### src/rtl/reg_file_sb.sv
// Architectural register file with per-register busy scoreboard.
// Combinational reads with optional writeback bypass, one write port, issue/flush tracking.
module reg_file_sb #(
    parameter int unsigned ADDRESS_WIDTH = 5,
    parameter int unsigned DATA_WIDTH    = 32,
    parameter int unsigned READ_PORTS    = 2,
    parameter int unsigned BYPASS        = 1
) (
    input  logic                                  clk,
    input  logic                                  rst,
    input  logic [READ_PORTS*ADDRESS_WIDTH-1:0]   ra,
    output logic [READ_PORTS*DATA_WIDTH-1:0]      rd,
    output logic [READ_PORTS-1:0]                 rd_ready,
    input  logic                                  iss_en,
    input  logic [ADDRESS_WIDTH-1:0]              iss_addr,
    input  logic                                  we,
    input  logic [ADDRESS_WIDTH-1:0]              wa,
    input  logic [DATA_WIDTH-1:0]                 wd,
    input  logic                                  flush,
    input  logic [ADDRESS_WIDTH-1:0]              dbg_addr,
    output logic [DATA_WIDTH-1:0]                 dbg_data,
    output logic [ADDRESS_WIDTH:0]                pending_cnt
);

    localparam int unsigned DEPTH = 2 ** ADDRESS_WIDTH;
    localparam int unsigned CW    = ADDRESS_WIDTH + 1;
    localparam bit          BYP   = (BYPASS != 0);

    logic [DATA_WIDTH-1:0]    regs [DEPTH];
    logic [DEPTH-1:0]         busy;
    logic [DEPTH-1:0]         busy_nxt;
    logic [CW-1:0]            cnt_nxt;
    logic                     wr_c;
    logic                     iss_c;
    logic [ADDRESS_WIDTH-1:0] rd_addr;

    assign wr_c  = we && (wa != '0);
    assign iss_c = iss_en && (iss_addr != '0) && !flush;

    // Next busy vector: writeback clears, a same-address issue re-sets it, flush wins over both.
    always_comb begin
        busy_nxt = busy;
        cnt_nxt  = '0;
        if (wr_c) begin
            busy_nxt[wa] = 1'b0;
        end
        if (flush) begin
            busy_nxt = '0;
        end else if (iss_c) begin
            busy_nxt[iss_addr] = 1'b1;
        end
        for (int i = 0; i < int'(DEPTH); i++) begin
            cnt_nxt = cnt_nxt + CW'(busy_nxt[i]);
        end
    end

    always_ff @(posedge clk) begin
        if (rst) begin
            for (int i = 0; i < int'(DEPTH); i++) begin
                regs[i] <= '0;
            end
            busy        <= '0;
            pending_cnt <= '0;
        end else begin
            if (wr_c) begin
                regs[wa] <= wd;
            end
            busy        <= busy_nxt;
            pending_cnt <= cnt_nxt;
        end
    end

    // Read ports: x0 hardwired, then optional forwarding of the in-flight writeback.
    always_comb begin
        rd       = '0;
        rd_ready = '0;
        rd_addr  = '0;
        for (int p = 0; p < int'(READ_PORTS); p++) begin
            rd_addr = ra[p*ADDRESS_WIDTH +: ADDRESS_WIDTH];
            if (rd_addr == '0) begin
                rd[p*DATA_WIDTH +: DATA_WIDTH] = '0;
                rd_ready[p]                    = 1'b1;
            end else if (BYP && wr_c && (wa == rd_addr)) begin
                rd[p*DATA_WIDTH +: DATA_WIDTH] = wd;
                rd_ready[p]                    = 1'b1;
            end else begin
                rd[p*DATA_WIDTH +: DATA_WIDTH] = regs[rd_addr];
                rd_ready[p]                    = !busy[rd_addr];
            end
        end
    end

    assign dbg_data = (dbg_addr == '0) ? '0 : regs[dbg_addr];

endmodule
### config.mk
export PLATFORM = sky130hd
export DESIGN_NAME = reg_file_sb
export DESIGN_NICKNAME = d
export VERILOG_FILES = /design/src/rtl/reg_file_sb.sv
export SDC_FILE = /design/constraint.sdc
export NUM_CORES = 2
export LEC_CHECK = 0
export ABC_CLOCK_PERIOD_IN_PS = 6750
export CORE_MARGIN = 4
export CORE_UTILIZATION = 38
export DETAILED_ROUTE_END_ITERATION = 8
export PLACE_DENSITY_LB_ADDON = 0.05
export SLEW_MARGIN = 20
export SYNTH_ARGS = -nofsm -noshare
export SYNTH_HDL_FRONTEND = slang
export SYNTH_SLANG_ARGS = --single-unit
export TNS_END_PERCENT = 50
### constraint.sdc
create_clock -name clk -period 6.75 [get_ports clk]
set_input_delay 1.6875 -clock clk [delete_from_list [all_inputs] [get_ports clk]]
set_output_delay 1.6875 -clock clk [all_outputs]
set_load 0.1 [all_outputs]
After elaboration in Yosys (flattened, before gate mapping):

Memories as Yosys holds them, arrays and structs flattened.
Cells that the tools add are included.

* add/sub/neg operators: 31
* multipliers: 0
* divide/modulo/power cells: 0
* $lt $le $gt $ge: 6
* eq/ne operators: 2
* shift-type cells: 0
* muxes and demuxes: 28
* bitwise operators: 3
* reductions and logical operators: 16

Operator list (count)
* $mux 32: 9
* $add 6x1->6: 26
* $and 32x32->32: 1
* $not 32->32: 1
* $or 32x32->32: 1
* $reduce_or 32->1: 1
* $lt 5x6->1 const B: 4
* $logic_not 5->1: 3
* $mux 1: 14
* $bmux 1 s5: 2
* $demux 1 s5: 2
* $eq 5x5->1: 2
* $ge 5x1->1 const B: 2
* $reduce_bool 5->1: 2
* $logic_and 1x1->1: 7
* $add 5x1->6: 1
* $add 4x1->5: 1
* $mux 5: 1
* $add 3x1->4: 1
* $add 2x1->3: 1
* $logic_not 1->1: 3
* $add 1x1->2: 1

* bits in registers: 38
* bits in latches: 0
* memory bits (writable): 1024
* memory bits (read-only): 0
* input bits: 62
* output and inout bits: 104
* memories kept: 1

Memory list
* regs: words 32, width 32, rd ports 3, clocked after Yosys merged registers in 0, write ports 32, line 29 `logic [DATA_WIDTH-1:0] regs [DEPTH];`

Longest topological paths before layout:

* depth in word-level cells: 41
* depth in mapped cells: 22
* mapped depth without buffers: 20

Worst setup path after synthesis:

No wires, ideal clock.

* path type: input port to flip-flop
* start point: input port we
* end point: register pending_cnt[4]
* setup time: 0.128 ns
* data arrival time: 6.715 ns
* slack: -0.093 ns
* stages: 22
* path buffers: 2
* cells stage by stage: clkbuf_1 nor4bb_1 clkbuf_1 nand2_1 a22oi_1 nor2_1 fa_1 inv_1 fa_1 fa_1 fa_1 fa_1 inv_1 fa_1 ha_1 inv_1 fa_1 inv_1 a21o_1 a21oi_1 xor2_1 nor2_1

* elaborated cells on any way between the ends: 36

RTL lines
* start, declared: line 16 `input logic we,`
* $logic_and 1x1->1 *: line 37 `assign wr_c = we && (wa != '0);`
* $mux 32 *: line 44 `if (wr_c) begin`
* $or 32x32->32 (no line)
* $mux 32 *: line 49 `end else if (iss_c) begin`
* $mux 32 *: line 47 `if (flush) begin`
* named net busy_nxt[9]: line 31 `logic [DEPTH-1:0] busy_nxt;`
* $add 6x1->6 * (23 in series): line 53 `cnt_nxt = cnt_nxt + CW'(busy_nxt[i]);`
* end signal, assigned: line 69 `pending_cnt <= cnt_nxt;`
* end, declared: line 22 `output logic [ADDRESS_WIDTH:0] pending_cnt`

Mark *: on every way through the listed nets, which the timed path passes. The rest lies on a longest branch.
A chain may end at the register's enable or synchronous reset.

Final worst setup path:

* start point: input port wa[0]
* end point: output port rd[45]

* longest elaborated chain between the ends: 5
* elaborated cells on any way between the ends: 6

RTL lines
* start, declared: line 17 `input logic [ADDRESS_WIDTH-1:0] wa,`
* $reduce_bool 5->1: line 37
* $logic_and 1x1->1: line 37
* $logic_and 1x1->1 *: line 83 `end else if (BYP && wr_c && (wa == rd_addr)) begin`
* $mux 32 *: line 83
* $mux 32 *: line 80 `if (rd_addr == '0) begin`
* end, declared: line 12 `output logic [READ_PORTS*DATA_WIDTH-1:0] rd,`

Mark *: on every way between the ends. The rest lies on a longest branch, timed or not.

==> impl_metrics.csv <==
group,metric,value,unit
timing,finClkSkew,6.97,ps
die,io_pins,166,
worst_hold_path,hp-class,"reg2reg",
power,p_leak,27.6,nW
yosys,synth_area_leaders,"edfxtp_1, mux4_2, and2_1, mux2i_1, clkbuf_1",
worst_setup_path,crit_arrival,4910,ps
place,io_buffers,165,
grt,antenna_found_initial,27,
finish,nFillCells,15400,
finish,layout_common_cells,"edfxtp_1, and2_1, mux4_2",
place,dp_hpwl,185000,um
die,start_util,38.4,%
grt,grt_pass1_vias,47000,
place,gp_congestion,0.896,
yosys,postSynthAreaPerCell,14.0,um2
worst_setup_path,cp-end-kind,"output pin",
timing,whs,667,ps
finish,final_common_cell,"edfxtp_1",
worst_setup_path,worstPathRequired,5060,ps
clock_tree,cts_sinks,1062,
run,cap_violations,0,
clock_tree,cts_setup_buffers,0,
route,drtPass1Iterations,6,
power,power_density,245,nW/um2
timing,hold_viol,0,
route,ant_nets,0,
status,outcome,"finished, final reports clean",
timing,fmax,0.151,GHz
clock_tree,htreeDepth,4,
route,post-route-drc-count,0,
route,wl_per_cell,39.8,um
yosys,synth_area_leader_cell,"edfxtp_1",
grt,grt-ovfl-total,0,
power,p_seq_share,41.3,%
route,wirelength,292000,um
timing,worstMarginPinSlew,1220,ps
grt,grt_pass1_wl,398000,um
die,die_w,425,um
die,rows,152,
die,die_y,425,um
timing,fin_crit_sh,97.8,%
timing,rsz0062_at_grt,"no",
yosys,ys_warn_count,0,
clock_tree,hold_buffers,0,
die,core-area,172000,um2
place,pre_cts_ws,-714,ps
finish,drive_gt1_share,30.3,%
power,switching_power,0.00573,W
route,vias_per_cell,6.40,
power,clock_power_share,37.5,%
power,switching_share,30.1,%
yosys,synthCells,4741,
route,dr_total_vias,46900,
clock_tree,clock_latency,780,ps
finish,seq_area,31500,um2
finish,postLayoutCoreUtil,45.1,%
power,max-vdd-ir-drop,0.253,mV
clock_tree,cts_root_buf,"clkbuf_16",
yosys,synth_edf_count,1024,
timing,worst_slack,148,ps
yosys,ys_seq_area_share,47.6,%
worst_setup_path,start_kind,"input pin",
finish,multi_input_area,32800,um2
clock_tree,cts_tree,"yes",
yosys,ys_ff_latch,1062,
worst_setup_path,crit_path_max_fanout,14,
timing,setup_viol_count_final,0,
worst_setup_path,worstSetupPathType,"in2out",
yosys,ys_types,60,
power,p_comb_share,21.2,%
timing,slew_violations,0,
grt,grt_max_degree,65,
clock_tree,postCtsResizedCells,0,
timing,min_period,6600,ps
die,dieArea,181000,um2
yosys,synth_area,66200,um2
power,power.total,0.0191,W
yosys,synth-async-reset-ratio,0,%
clock_tree,clk_pin_slew_worst_paths,50,ps
clock_tree,cts_max_path_buffers,3,
grt,grt_usage,31.9,%
finish,final_nets,4995,
power,power.internal,0.0133,W
finish,area_growth,17.5,%
clock_tree,numCtsBuffers,134,
timing,slew_headroom,18.4,%
yosys,synthFlopType,"edfxtp_1",
route,drtIter0Drc,5945,
yosys,synthDominantCellAreaShare,46.5,%
==> state kept, by name, indices dropped and copies added (netlist names) <==
register,flops
busy,32
pending_cnt,6
regs,1024
==> cell type report <==
cell class                 count  share of cell area [%]
multi-input combinational   3120                    42.2
sequential                  1062                    40.5
timing repair buffer         525                    7.80
clock buffer                 175                    4.76
tap                         2310                    3.72
clock inverter                67                   0.692
inverter                      59                   0.286
antenna                       16                  0.0515
==> power by group through the flow <==
stage | Combinational (W) | Clock (W) | Sequential, W
6_report | 0.00405 | 0.00716 | 0.00788
3_5_place_dp | 0.00403 | 0 | 0.00800
2_1_floorplan | 0.00241 | 0 | 0.00790
5_1_grt | 0.00415 | 0.00751 | 0.00791
3_3_place_gp | 0.00404 | 0 | 0.00799
4_1_cts | 0.00405 | 0.00724 | 0.00786
==> cell usage after synthesis, types with 11 or more instances <==
library cell and n:
inv_1 58, nor2b_1 29, nand2_1 216, nor3_1 16
and2_1 929, buf_4 24, o211ai_1 11, a211oi_1 34
nor2_1 96, buf_2 114, o21ai_1 22, a22oi_1 96
and3_1 66, nand2b_1 19, a221oi_1 27, buf_6 11
buf_1 32, a21oi_1 84, nand3_1 30, a32o_1 58
o221ai_1 36, clkbuf_1 350, o21ai_0 62, fa_1 24
mux2_2 74, o22ai_1 59, mux4_2 692, mux2i_1 309
edfxtp_1 1024, dfxtp_1 38, o21bai_1 13, or2_2 14
a21o_1 13
==> worst paths after layout <==
kind | start | endpoint | slack (ps) | cells after the start
setup / recovery | wa[0] | rd[45] | 150 | 14
hold / removal | busy[5]$_SDFF_PP0_ | busy[5]$_SDFF_PP0_ | 670 | 2
setup reg to reg | busy[19]$_SDFF_PP0_ | pending_cnt[4]$_SDFF_PP0_ | 1710 | 17
hold reg to reg | busy[5]$_SDFF_PP0_ | busy[5]$_SDFF_PP0_ | 670 | 2
==> metrics by stage <==
step | instance area (um2) | cells | TNS, ps
2_1_floorplan | 66300 | 4772 | -58.2
3_5_place_dp | 73400 | 7075 | -2710
3_3_place_gp | 73300 | 7069 | -2720
6_report | 77700 | 7334 | 0
4_1_cts | 77700 | 7317 | 0
5_1_grt | 77700 | 7320 | 0
==> metal layers <==
| layer | routed length [um] | GRT usage, % | share of wire, % | vias to the layer above |
|---|---|---|---|---|
| li1 | - | - | - | 18800 |
| met1 | 114000 | 41.7 | 39 | 24900 |
| met2 | 137000 | 51.4 | 47 | 2634 |
| met3 | 21800 | 4.52 | 7.5 | 527 |
| met4 | 18800 | 17.8 | 6.4 | 0 |
| met5 | 0 | 0 | 0 | - |
==> cell families after synthesis <==
logic type	Yosys count	synth area share, %
buf+inv	590	3.82
simple gates	1437	12.4
compound gates	533	5.67
flops	1062	47.6
mux	1075	29.5
xor+xnor	12	0.159
other cells	1	0.00567
fa+ha+maj	31	0.858
==> worst max-delay path: stages <==
cell	delay (ps)
clkdlybuf4s50_1	440
buf_4	160
buf_4	120
buf_4	160
or2_2	320
buf_4	200
o2111ai_1	280
buf_4	210
o21ba_2	190
buf_4	330
o221ai_1	180
o21ai_0	230
buf_4	190
buf_12	170
No activity file was read; power rests on OpenSTA's default activity.
